$ cat config.mk
export PLATFORM = sky130hd
export DESIGN_NAME = sample_out_fifo_flat
export DESIGN_NICKNAME = d
export VERILOG_FILES = /design/src/rtl/sample_out_fifo_if.sv /design/src/rtl/sample_out_fifo.sv /design/src/flat_wrapper.sv
export SDC_FILE = /design/constraint.sdc
export NUM_CORES = 1
export LEC_CHECK = 0
export ABC_AREA = 1
export BUFFER_PORTS_ARGS = -buffer_cell sky130_fd_sc_hd__buf_2
export CAP_MARGIN = 20
export CORE_MARGIN = 10
export CORE_UTILIZATION = 30
export DETAILED_ROUTE_END_ITERATION = 10
export PLACE_DENSITY = 0.57
export SKIP_LAST_GASP = 1
export SLEW_MARGIN = 5
export SYNTH_ARGS = -nofsm -noshare
export SYNTH_HDL_FRONTEND = slang
export SYNTH_SLANG_ARGS = --single-unit
$ cat constraint.sdc
create_clock -name clk -period 5.4 [get_ports clk]
set_input_delay 0.81 -clock clk [delete_from_list [all_inputs] [get_ports clk]]
set_output_delay 0.81 -clock clk [all_outputs]
set_load 0.01 [all_outputs]
$ cat src/rtl/sample_out_fifo_if.sv
// Stereo sample FIFO bundle: producer strobe side, FWFT consumer side, drop status.
// Producer/consumer drive the master modport; the FIFO takes the slave modport.
interface sample_out_fifo_if #(
  parameter int SAMPLE_WIDTH = 16,
  parameter int DEPTH        = 4
);
  logic                             in_valid;
  logic signed [SAMPLE_WIDTH-1:0]   in_l;
  logic signed [SAMPLE_WIDTH-1:0]   in_r;
  logic                             out_valid;
  logic                             out_ready;
  logic signed [SAMPLE_WIDTH-1:0]   out_l;
  logic signed [SAMPLE_WIDTH-1:0]   out_r;
  logic [$clog2(DEPTH):0]           level;
  logic                             overflow;
  logic                             overflow_clr;
  logic [7:0]                       drop_count;

  modport master (
    output in_valid, in_l, in_r, out_ready, overflow_clr,
    input  out_valid, out_l, out_r, level, overflow, drop_count
  );

  modport slave (
    input  in_valid, in_l, in_r, out_ready, overflow_clr,
    output out_valid, out_l, out_r, level, overflow, drop_count
  );
endinterface

$ cat src/rtl/sample_out_fifo.sv
// Stereo pair FIFO, first-word-fall-through (1-cycle push-to-out latency), holds last popped pair when empty.
// No input backpressure: a strobe while full without a pop is dropped and counted; output uses valid/ready.
module sample_out_fifo #(
  parameter int SAMPLE_WIDTH = 16,
  parameter int DEPTH        = 4
) (
  input  logic               clk,
  input  logic               reset_n,
  sample_out_fifo_if.slave   bus
);
  localparam int PW = $clog2(DEPTH);
  localparam int LW = PW + 1;
  localparam logic [LW-1:0] DEPTH_L = LW'(DEPTH);

  typedef struct packed {
    logic [SAMPLE_WIDTH-1:0] l;
    logic [SAMPLE_WIDTH-1:0] r;
  } pair_t;

  pair_t         mem_q [DEPTH];
  pair_t         mem_d [DEPTH];
  logic [PW-1:0] wr_ptr_q, wr_ptr_d;
  logic [PW-1:0] rd_ptr_q, rd_ptr_d;
  logic [LW-1:0] level_q, level_d;
  pair_t         last_q, last_d;
  logic          overflow_q, overflow_d;
  logic [7:0]    drop_count_q, drop_count_d;

  logic          full;
  logic          push;
  logic          pop;
  logic          drop;
  pair_t         head;

  always_comb begin
    full         = (level_q == DEPTH_L);
    pop          = (level_q != '0) && bus.out_ready;
    push         = bus.in_valid && (!full || pop);
    drop         = bus.in_valid && !push;

    mem_d        = mem_q;
    wr_ptr_d     = wr_ptr_q;
    rd_ptr_d     = rd_ptr_q;
    level_d      = level_q;
    last_d       = last_q;
    overflow_d   = overflow_q;
    drop_count_d = drop_count_q;

    if (push) begin
      mem_d[wr_ptr_q] = '{l: bus.in_l, r: bus.in_r};
      wr_ptr_d        = wr_ptr_q + PW'(1);
    end

    if (pop) begin
      last_d   = mem_q[rd_ptr_q];
      rd_ptr_d = rd_ptr_q + PW'(1);
    end

    case ({push, pop})
      2'b10:   level_d = level_q + LW'(1);
      2'b01:   level_d = level_q - LW'(1);
      default: level_d = level_q;
    endcase

    // A drop in the clear cycle restarts the count at one rather than zero.
    if (drop) begin
      overflow_d = 1'b1;
      if (bus.overflow_clr)
        drop_count_d = 8'd1;
      else if (drop_count_q != 8'hFF)
        drop_count_d = drop_count_q + 8'd1;
    end else if (bus.overflow_clr) begin
      overflow_d   = 1'b0;
      drop_count_d = 8'd0;
    end

    head = (level_q != '0) ? mem_q[rd_ptr_q] : last_q;
  end

  always_ff @(posedge clk or negedge reset_n) begin
    if (!reset_n) begin
      wr_ptr_q     <= '0;
      rd_ptr_q     <= '0;
      level_q      <= '0;
      last_q       <= '0;
      overflow_q   <= 1'b0;
      drop_count_q <= 8'd0;
    end else begin
      wr_ptr_q     <= wr_ptr_d;
      rd_ptr_q     <= rd_ptr_d;
      level_q      <= level_d;
      last_q       <= last_d;
      overflow_q   <= overflow_d;
      drop_count_q <= drop_count_d;
    end
  end

  // Storage is left unreset; stale entries are unreachable once level is zero.
  always_ff @(posedge clk) begin
    mem_q <= mem_d;
  end

  assign bus.out_valid  = (level_q != '0);
  assign bus.out_l      = head.l;
  assign bus.out_r      = head.r;
  assign bus.level      = level_q;
  assign bus.overflow   = overflow_q;
  assign bus.drop_count = drop_count_q;
endmodule

$ cat src/flat_wrapper.sv
// flat-port wrapper written by rule: the top's interface ports become plain ports
module sample_out_fifo_flat 
#(
  parameter int SAMPLE_WIDTH = 16,
  parameter int DEPTH        = 4
)
  (clk, reset_n, bus_in_valid, bus_in_l, bus_in_r, bus_out_ready, bus_overflow_clr, bus_out_valid, bus_out_l, bus_out_r, bus_level, bus_overflow, bus_drop_count);
  sample_out_fifo_if #(.SAMPLE_WIDTH(SAMPLE_WIDTH), .DEPTH(DEPTH)) bus_i ();
  input  logic clk;
  input  logic reset_n;
  input wire logic [$bits(bus_i.in_valid)-1:0] bus_in_valid;
  input wire logic [$bits(bus_i.in_l)-1:0] bus_in_l;
  input wire logic [$bits(bus_i.in_r)-1:0] bus_in_r;
  input wire logic [$bits(bus_i.out_ready)-1:0] bus_out_ready;
  input wire logic [$bits(bus_i.overflow_clr)-1:0] bus_overflow_clr;
  output wire logic [$bits(bus_i.out_valid)-1:0] bus_out_valid;
  output wire logic [$bits(bus_i.out_l)-1:0] bus_out_l;
  output wire logic [$bits(bus_i.out_r)-1:0] bus_out_r;
  output wire logic [$bits(bus_i.level)-1:0] bus_level;
  output wire logic [$bits(bus_i.overflow)-1:0] bus_overflow;
  output wire logic [$bits(bus_i.drop_count)-1:0] bus_drop_count;
  assign bus_i.in_valid = bus_in_valid;
  assign bus_i.in_l = bus_in_l;
  assign bus_i.in_r = bus_in_r;
  assign bus_i.out_ready = bus_out_ready;
  assign bus_i.overflow_clr = bus_overflow_clr;
  assign bus_out_valid = bus_i.out_valid;
  assign bus_out_l = bus_i.out_l;
  assign bus_out_r = bus_i.out_r;
  assign bus_level = bus_i.level;
  assign bus_overflow = bus_i.overflow;
  assign bus_drop_count = bus_i.drop_count;
  sample_out_fifo #(.SAMPLE_WIDTH(SAMPLE_WIDTH), .DEPTH(DEPTH)) u_core (.clk(clk), .reset_n(reset_n), .bus(bus_i));
endmodule
=== Word-level counts from Yosys, hierarchy flattened ===
Cells that the tools add are included.

* Bits in registers: 176
* Bits in latches: 0
* Bits in writable memories: 0
* Memory bits (read-only): 0
* Output and inout port bits: 45
* Memories: 0

* $add $sub $neg: 5
* Multiply operators: 0
* Divide/modulo/power cells: 0
* Magnitude comparators: 3
* Equal/unequal tests: 4
* Shift operators: 0
* Multiplexer cells: 14
* Bitwise gates (word level): 2
* Reductions and logical operators: 12

{| class="wikitable"
|+ Operators with widths
! operator !! number
|-
| bitwise mux 128 bit || 1
|-
| 2-to-1 mux 32 bit || 4
|-
| binary-select mux 32 bit (select 2 bit) || 1
|-
| demux 32 bit (select 2 bit) || 1
|-
| 2-to-1 mux 8 bit || 4
|-
| adder 8 x 1 -> 8 bit, second input constant || 1
|-
| != test 8 bit, second input constant || 1
|-
| >= comparator 3 bit, second input constant || 2
|-
| inverter 2 -> 3 bit || 2
|-
| one-hot mux 3 bit (2 select lines) || 1
|-
| nonzero test 2 bit || 3
|-
| adder 2 x 1 -> 2 bit, second input constant || 2
|-
| logical AND 1 bit || 4
|-
| adder 3 x 1 -> 3 bit, second input constant || 1
|-
| equality test 3 bit, second input constant || 1
|-
| less-than comparator 3 x 1 -> 1 bit, second input constant || 1
|-
| nonzero test 3 bit || 1
|-
| subtractor 3 x 1 -> 3 bit, second input constant || 1
|-
| equality test 2 x 1 -> 1 bit, second input constant || 1
|-
| equality test 2 bit, second input constant || 1
|-
| zero test 1 bit || 2
|-
| 2-to-1 mux 1 bit || 2
|-
| AND reduction 2 bit || 1
|-
| logical OR 1 bit || 1
|}

=== Longest topological paths before layout ===
Gate-level depths: netlist of the first run.

* Depth in word-level cells: 8
* Gate-level depth with buffers: 11

=== Worst setup path before layout of the first run ===
Ideal clock, no wire load.

* Path kind: input to register
* Start point: input port bus_out_ready
* End point: register u_core.mem_q[0] (netlist name) (enable)
* Setup time: 0.421 ns
* Arrival: 2.396 ns
* Data required time: 4.979 ns
* Setup slack: 2.583 ns
* Stages on the path: 4
* Cell sequence: nor2_1 -> nand2_1 -> nand2_2 -> nor2_1

* Word-level cells in the longest chain between the ends: 3

{| class="wikitable"
|+ Ends and longest elaborated chain
! element !! line !! text
|-
| start, declared || flat_wrapper.sv:14 || <nowiki>input wire logic [$bits(bus_i.out_ready)-1:0] bus_out_ready;</nowiki>
|-
| logical AND 1 bit || sample_out_fifo.sv:37 || <nowiki>pop = (level_q != '0) && bus.out_ready;</nowiki>
|-
| logical OR 1 bit || sample_out_fifo.sv:38 || <nowiki>push = bus.in_valid && (!full || pop);</nowiki>
|-
| logical AND 1 bit || sample_out_fifo.sv:38 ||
|-
| end signal, assigned || sample_out_fifo.sv:100 || <nowiki>mem_q <= mem_d;</nowiki>
|-
| end, declared || sample_out_fifo.sv:20 || <nowiki>pair_t mem_q [DEPTH];</nowiki>
|}

No other way between the ends.
A chain may end at the register's enable or synchronous reset.

=== Final worst setup path of the first run ===
* Start point: register u_core.rd_ptr_q[1]
* End point: output port bus_out_r[15]

* Word-level cells in the longest chain between the ends: 5

{| class="wikitable"
|+ Ends and longest elaborated chain
! element !! line !! text
|-
| start, declared || sample_out_fifo.sv:23 || <nowiki>logic [PW-1:0] rd_ptr_q, rd_ptr_d;</nowiki>
|-
| start signal, assigned || sample_out_fifo.sv:90 || <nowiki>rd_ptr_q <= rd_ptr_d;</nowiki>
|-
| inverter 2 -> 3 bit (implied by the code) || sample_out_fifo.sv:77 || <nowiki>head = (level_q != '0) ? mem_q[rd_ptr_q] : last_q;</nowiki>
|-
| binary-select mux 32 bit (select 2 bit) || sample_out_fifo.sv:77 ||
|-
| 2-to-1 mux 32 bit (implied by the code) (2 in series) || sample_out_fifo.sv:77 ||
|-
| 2-to-1 mux 32 bit || sample_out_fifo.sv:77 ||
|-
| end, declared || flat_wrapper.sv:18 || <nowiki>output wire logic [$bits(bus_i.out_r)-1:0] bus_out_r;</nowiki>
|}

No other way between the ends. The select of a mux whose other input is x is not followed.

==> results of run 1 <==
path summary, 6_finish.rpt:
path	start	to	slack [ns]	cells after the start
worst max-delay path	u_core.rd_ptr_q[1]$_DFFE_PN0P_	bus_out_r[15]	1.93	6
worst min-delay path	u_core.last_q[12]$_DFFE_PN0P_	u_core.last_q[12]$_DFFE_PN0P_	0.48	2
worst max register to register	u_core.bus.level[0]$_DFFE_PN0P_	u_core.bus.level[1]$_DFFE_PN0P_	2.95	8
worst min register to register	u_core.last_q[12]$_DFFE_PN0P_	u_core.last_q[12]$_DFFE_PN0P_	0.48	2
max in group asynchronous	reset_n	u_core.rd_ptr_q[1]$_DFFE_PN0P_	4.35	2
min in group asynchronous	reset_n	u_core.bus.drop_count[0]$_DFFE_PN0P_	0.52	2
report_power, final:
group / switching [mW] / internal (mW) / total [mW]
Sequential: 0.165 / 1.81 / 1.98
Combinational: 1.19 / 0.616 / 1.81
Clock: 0.511 / 0.742 / 1.25
sequential cells by signal, indices dropped and copies added, names as in the netlist:
signal                 count
u_core.wr_ptr_q            2
u_core.bus.overflow        1
u_core.bus.drop_count      8
u_core.mem_q             128
u_core.last_q             32
u_core.rd_ptr_q            2
u_core.bus.level           3
placed cells by master, fill, tap and decap left out, types with 2 or more instances in the layout:
master | netlist | final
clkbuf_16 | 0 | 17
dfrtp_2 | 0 | 2
a21oi_1 | 4 | 4
nor2_4 | 3 | 7
inv_6 | 0 | 2
nor2_1 | 14 | 10
o21ai_0 | 9 | 9
buf_16 | 0 | 2
o21ai_1 | 48 | 48
xor2_1 | 3 | 3
bufinv_16 | 0 | 3
nand2_1 | 254 | 254
clkbuf_1 | 4 | 2
buf_2 | 10 | 81
buf_4 | 11 | 4
dfrtp_1 | 48 | 46
inv_1 | 22 | 22
nand2_2 | 5 | 5
o21ai_2 | 13 | 13
clkinv_2 | 0 | 2
clkinvlp_4 | 0 | 4
inv_2 | 3 | 3
nand4_1 | 2 | 2
nand2_4 | 2 | 2
buf_12 | 2 | 3
nand3_2 | 2 | 2
nand3_1 | 70 | 70
edfxtp_1 | 128 | 128
ha_1 | 6 | 6
routing by layer:
layer / wire, µm / up-vias
met1: 7260 / 2268
li1: - / 2430
met4: 217 / 4
met5: 31 / -
met3: 938 / 21
met2: 8070 / 97
critical path: cells and delay by family (launching register included):
kind / cells / cell delay [ns]
buffers and inverters: 3 / 0.96
AND/OR/NAND/NOR: 2 / 0.21
flip-flops: 1 / 0.86
AO/OA/AOI/OAI: 1 / 0.18
stage by stage:
step / hold slack, ns / area (µm²)
4_1_cts: 0.485 / 8670
3_5_place_dp: 0.469 / 8070
5_1_grt: 0.503 / 8760
6_report: 0.483 / 8770
2_1_floorplan: 0.453 / 7430
3_3_place_gp: 0.464 / 8050
cell type report:
class | count | share of cell area [%]
Multi-Input combinational cell | 438 | 23.5
Tap cell | 324 | 4.62
Clock inverter | 12 | 1.78
Clock buffer | 20 | 5.10
Antenna cell | 1 | 0.0285
Inverter | 25 | 1.07
Sequential cell | 176 | 57.6
Timing Repair Buffer | 90 | 6.28
cell families after synthesis:
group / after synthesis
AO/OA/AOI/OAI: 75
XOR/XNOR: 4
AND/OR/NAND/NOR: 352
buffers and inverters: 59
adder cells (fa/ha/maj): 7
flip-flops: 176
==> results.sh, run 1 <==
export IMPL_place_gp_congestion=0.786
export IMPL_drc_errors=0
export IMPL_min_period_ns=3.47
export IMPL_grt_busiest_layer="met2"
export IMPL_cts_buffer_depth=2
export IMPL_synth_nets=717
export IMPL_syn_to_final_growth_pct=18.0
export IMPL_drtIter0Drc=297
export IMPL_dp_hpwl_um=10200
export IMPL_cap_violations=0
export IMPL_hold_viol=0
export IMPL_synth_edf_count=128
export IMPL_worst_ep_required_time_ns=4.59
export IMPL_post_cts_buffers=0
export IMPL_final_cells=1086
export IMPL_finalMaxSlewViolations=0
export IMPL_synth_xor_area_share_pct=0.471
export IMPL_ys_ff_latch=176
export IMPL_max_freq_ghz=0.288
export IMPL_die_w_um=177
export IMPL_avgSynthCellArea_um2=11.0
export IMPL_first_pass_iters=4
export IMPL_yosys_area_share_simple_pct=19.9
export IMPL_htreeDepth=4
export IMPL_drive_gt1_share_pct=20.2
export IMPL_grt_use_total_pct=11.0
export IMPL_grt_start_max_net_pins=67
export IMPL_met1_usage_pct=13.1
export IMPL_worst_pin_slew_ns=0.808
export IMPL_synth_area_top_cells="edfxtp_1 52%, dfrtp_1 16%, nand2_1 13%, nand3_1 4.7%, o21ai_1 3.2%"
export IMPL_endpoint_kind="primary output"
export IMPL_synth_area_leader_cell="edfxtp_1"
export IMPL_worstPathCellList="inv_1 > buf_4 > nand3_1 > nand2_1 > o21ai_1 > buf_2"
export IMPL_crit_path_max_fanout=34
export IMPL_pwr_density_cell_nw_per_um2=575
export IMPL_min_path_type="reg -> reg"
export IMPL_cts_resized=0
export IMPL_total_power_mw=5.04
export IMPL_synthTopCellsByCount="254 x nand2_1, 128 x edfxtp_1, 70 x nand3_1, 48 x dfrtp_1, 48 x o21ai_1"
export IMPL_ys_flop_type="edfxtp_1"
export IMPL_yosys_warnings=0
export IMPL_critPathSlowestCell="dfrtp_2"
export IMPL_ant_nets=0
export IMPL_gr_total_overflow=0
export IMPL_start_kind="register"
export IMPL_numClockSinks=176
export IMPL_root_buffer="clkbuf_16"
export IMPL_cts_tree="yes"
export IMPL_p_leak_nw=3.55
export IMPL_multiInputGateArea_um2=2060
export IMPL_fp_row_count=57
export IMPL_post_synth_top_area_fraction_pct=51.7
export IMPL_clk_insertion_delay_late_ns=0.43
export IMPL_yosys_cell_count_top_type="nand2_1"
export IMPL_grt_pass1_vias=4769
export IMPL_muxShareOfSynthArea_pct=0
export IMPL_initial_utilization_pct=30.6
export IMPL_setup_slack_ns=1.93
export IMPL_cp_slowest_stage_delay_ns=0.86
export IMPL_num_nets_final=792
export IMPL_numCtsBuffers=17
export IMPL_synthAdderAreaFrac_pct=1.28
export IMPL_grtUsageMet3_pct=3.44
export IMPL_synth_cells=673
export IMPL_finClkSkew_ns=0.00856
export IMPL_yosysSeqAreaShare_pct=67.9
export IMPL_regArea_um2=5050
export IMPL_port_buffers=81
export IMPL_cts_hold_fix_buffers=0
export IMPL_max_slew_margin_rel_pct=46.1
export IMPL_wirelength_um=16500
export IMPL_ir_drop_mv=0.373
export IMPL_async_flop_share_pct=27.3
export IMPL_path_class="reg -> out"
export IMPL_core_area_um2=24300
export IMPL_dp_cells=1049
export IMPL_ios=82
export IMPL_post_route_util_pct=36.0
export IMPL_grt_setup_unrepaired="no"
export IMPL_wl_per_cell_um=15.2
export IMPL_status="finished, final reports clean"
export IMPL_arrival_ns=2.66
export IMPL_finalCritPeriodShare_pct=64.3
export IMPL_synthesis_area_um2=7430
export IMPL_tns_ns=0
export IMPL_grt_pass1_wl_um=26400
export IMPL_setup_viol=0
export IMPL_design_die_area_um2=31500
export IMPL_cts_clk_slew_worst_paths_ns=0.07
export IMPL_fillers=2413
export IMPL_synth_top_family_by_area="simple AND/OR/NAND/NOR gates"
export IMPL_yosys_cell_types_count=28
export IMPL_antenna_found_initial=3
export IMPL_fp_dieH_um=177
export IMPL_via_per_inst=4.44
export IMPL_post_place_ws_ns=2.29
export IMPL_vias=4820
export IMPL_grt_use_met2_pct=18.4
export IMPL_synth_compound_area_share_pct=5.74
(Power assumes the default switching activity.)
==> run 2, diff against run 1 <==
--- a/config.mk
+++ b/config.mk
@@ -5,13 +5,13 @@
 export SDC_FILE = /design/constraint.sdc
 export NUM_CORES = 1
 export LEC_CHECK = 0
-export ABC_AREA = 1
+export ABC_AREA = 0
 export BUFFER_PORTS_ARGS = -buffer_cell sky130_fd_sc_hd__buf_2
 export CAP_MARGIN = 20
 export CORE_MARGIN = 10
 export CORE_UTILIZATION = 30
 export DETAILED_ROUTE_END_ITERATION = 10
-export PLACE_DENSITY = 0.57
+export PLACE_DENSITY = 0.59
 export SKIP_LAST_GASP = 1
 export SLEW_MARGIN = 5
 export SYNTH_ARGS = -nofsm -noshare
==> constraint.sdc (replaced) <==
create_clock -name clk -period 2.9 [get_ports clk]
set_input_delay 0.435 -clock clk [delete_from_list [all_inputs] [get_ports clk]]
set_output_delay 0.435 -clock clk [all_outputs]
set_load 0.01 [all_outputs]
==> results.sh, run 2 <==
export IMPL_numClockSinks=176
export IMPL_core_area_um2=23300
export IMPL_ir_drop_mv=0.360
export IMPL_status="finished, final reports clean"
export IMPL_post_route_util_pct=36.7
export IMPL_start_kind="register"
export IMPL_fin_area_um2=8550
export IMPL_synthesis_area_um2=7090
export IMPL_synth_area_top_cells="edfxtp_1 54%, dfrtp_1 17%, mux4_2 10%, nand2_1 5.1%, mux2_2 4.6%"
export IMPL_grt_use_total_pct=10.6
export IMPL_tns_ns=0
export IMPL_setup_slack_ns=0.246
export IMPL_synth_area_leader_cell="edfxtp_1"
export IMPL_place_area_um2=7950
export IMPL_crit_path_max_fanout=34
export IMPL_endpoint_kind="primary output"
export IMPL_cts_clk_slew_worst_paths_ns=0.07
export IMPL_finClkSkew_ns=0.0129
export IMPL_layout_common_cells="128 x edfxtp_1, 96 x nand2_1, 81 x buf_2"
export IMPL_synthTopCellsByCount="128 x edfxtp_1, 96 x nand2_1, 48 x dfrtp_1, 32 x mux4_2, 29 x mux2_2"
export IMPL_synth_edf_count=128
export IMPL_cts_resized=0
export IMPL_design_die_area_um2=30200
export IMPL_arrival_ns=2.22
export IMPL_largest_register_ffs=128
export IMPL_first_pass_iters=4
export IMPL_hold_viol=0
export IMPL_ys_flop_type="edfxtp_1"
export IMPL_ios=82
export IMPL_htreeDepth=4
export IMPL_drtIter0Drc=235
export IMPL_worst_ep_required_time_ns=2.47
export IMPL_dp_hpwl_um=10100
export IMPL_grt_pass1_wl_um=24800
export IMPL_min_period_ns=2.65
export IMPL_grt_setup_unrepaired="no"
export IMPL_max_slew_margin_rel_pct=56.6
export IMPL_yosys_cell_types_count=45
export IMPL_via_per_inst=4.49
export IMPL_post_place_ws_ns=0.479
export IMPL_p_leak_nw=3.28
export IMPL_worstPathCellList="or3_2 > buf_4 > mux2_1 > buf_2"
export IMPL_cts_hold_fix_buffers=0
export IMPL_synth_nets=470
export IMPL_wirelength_um=15400
export IMPL_yosysSeqAreaShare_pct=71.1
export IMPL_clk_insertion_delay_late_ns=0.42
export IMPL_die_w_um=174
export IMPL_place_gp_congestion=0.675
export IMPL_pwr_density_cell_nw_per_um2=1050
export IMPL_yosys_cell_count_top_type="edfxtp_1"
export IMPL_grt_start_max_net_pins=35
export IMPL_yosys_warnings=0
export IMPL_finalCritPeriodShare_pct=91.5
export IMPL_worst_pin_slew_ns=0.651
export IMPL_root_buffer="clkbuf_16"
export IMPL_syn_to_final_growth_pct=20.6
export IMPL_max_freq_ghz=0.377
export IMPL_avgSynthCellArea_um2=16.6
export IMPL_path_class="reg -> out"
export IMPL_mostFrequentLayoutCell="edfxtp_1"
export IMPL_antenna_found_initial=2
export IMPL_cts_buffer_depth=2
export IMPL_gr_total_overflow=0
export IMPL_drive_gt1_share_pct=37.2
export IMPL_drc_errors=0
export IMPL_finalMaxSlewViolations=0
export IMPL_path_buf_inv=2
export IMPL_async_flop_share_pct=27.3
export IMPL_setup_viol=0
export IMPL_vias=3816
export IMPL_fp_row_count=56
export IMPL_ys_ff_latch=176
export IMPL_num_nets_final=561
export IMPL_ant_nets=0
export IMPL_cp_slowest_stage_delay_ns=0.50
export IMPL_port_buffers=81
export IMPL_wl_per_cell_um=18.2
export IMPL_critPathTopFamily="simple AND/OR/NAND/NOR gates"
export IMPL_min_path_type="in -> async"
export IMPL_num_antenna_cells=0
export IMPL_grt_pass1_vias=4264
export IMPL_fp_dieH_um=174
export IMPL_top_register="u_core.mem_q"
export IMPL_post_cts_buffers=0
export IMPL_numCtsBuffers=17
export IMPL_cap_violations=0
export IMPL_critPathSlowestCell="or3_2"
export IMPL_post_synth_top_area_fraction_pct=54.2
export IMPL_cts_tree="yes"
export IMPL_initial_utilization_pct=30.4
export IMPL_synth_cells=426
run 2: cell types whose count changed after synthesis, moves of 4 or more:
cell and delta:
mux2_1 +4, o21ai_1 -48, o21ai_0 -6, nand3_1 -67
o21ai_2 -13, nor2_1 -11, and2_1 +4, nand2_1 -158
inv_1 -14, clkbuf_1 +4, mux4_2 +32, mux2_2 +29
buf_4 -10
run 2: per-stage QoR:
step                      hold WS [ns]  total power [mW]  std cells
after global placement           0.450              6.70        817
final                           0.0371              8.96        849
after CTS                       0.0513              9.14        849
after detailed placement         0.459              6.78        817
after floorplan                  0.139              5.61        426
after global routing            0.0675              9.56        849
run 2: per-layer routing:
layer | vias up | GRT usage, % | routed length, µm
li1 | 1768 | - | -
met1 | 1934 | 13.3 | 6970
met2 | 91 | 17.3 | 7570
met3 | 19 | 3.42 | 709
met4 | 4 | 3.14 | 165
met5 | - | 0 | 32
run 2: path summary, 6_finish.rpt:
check | from | to | slack [ns] | depth (start not counted)
max | u_core.bus.level[0]$_DFFE_PN0P_ | bus_out_l[8] | 0.25 | 4
min | reset_n | u_core.last_q[26]$_DFFE_PN0P_ | 0.04 | 1
max reg2reg | u_core.bus.level[0]$_DFFE_PN0P_ | u_core.bus.level[2]$_DFFE_PN0P_ | 0.49 | 10
min reg2reg | u_core.last_q[24]$_DFFE_PN0P_ | u_core.last_q[24]$_DFFE_PN0P_ | 0.47 | 2
max in group asynchronous | reset_n | u_core.wr_ptr_q[0]$_DFFE_PN0P_ | 2.05 | 2
min in group clk | bus_in_l[1] | u_core.mem_q[113]$_DFFE_PP_ | 0.23 | 1
run 2: power by group:
group          total, mW  switching (mW)  leakage [nW]  internal (mW)
combinational       2.97            1.58          1.23           1.39
clock               2.34           0.914         0.285           1.43
sequential          3.65           0.283          1.77           3.37
run 2: area by class of cell:
cell class	count	area [µm²]
clock inverters	13	169
inverters	9	33.8
flip-flops and latches	176	5050
multi-input cells	220	1920
well taps	319	399
clock buffers	19	433
repair buffers	93	546
fillers	2183	14800
run 2: cell families after synthesis:
group,Yosys count,synth area share [%]
flip-flops,176,71.1
adder cells (fa/ha/maj),7,1.34
XOR/XNOR,6,0.741
multiplexers,66,15.5
buffers and inverters,30,1.82
AND/OR/NAND/NOR,126,8.01
AO/OA/AOI/OAI,15,1.41
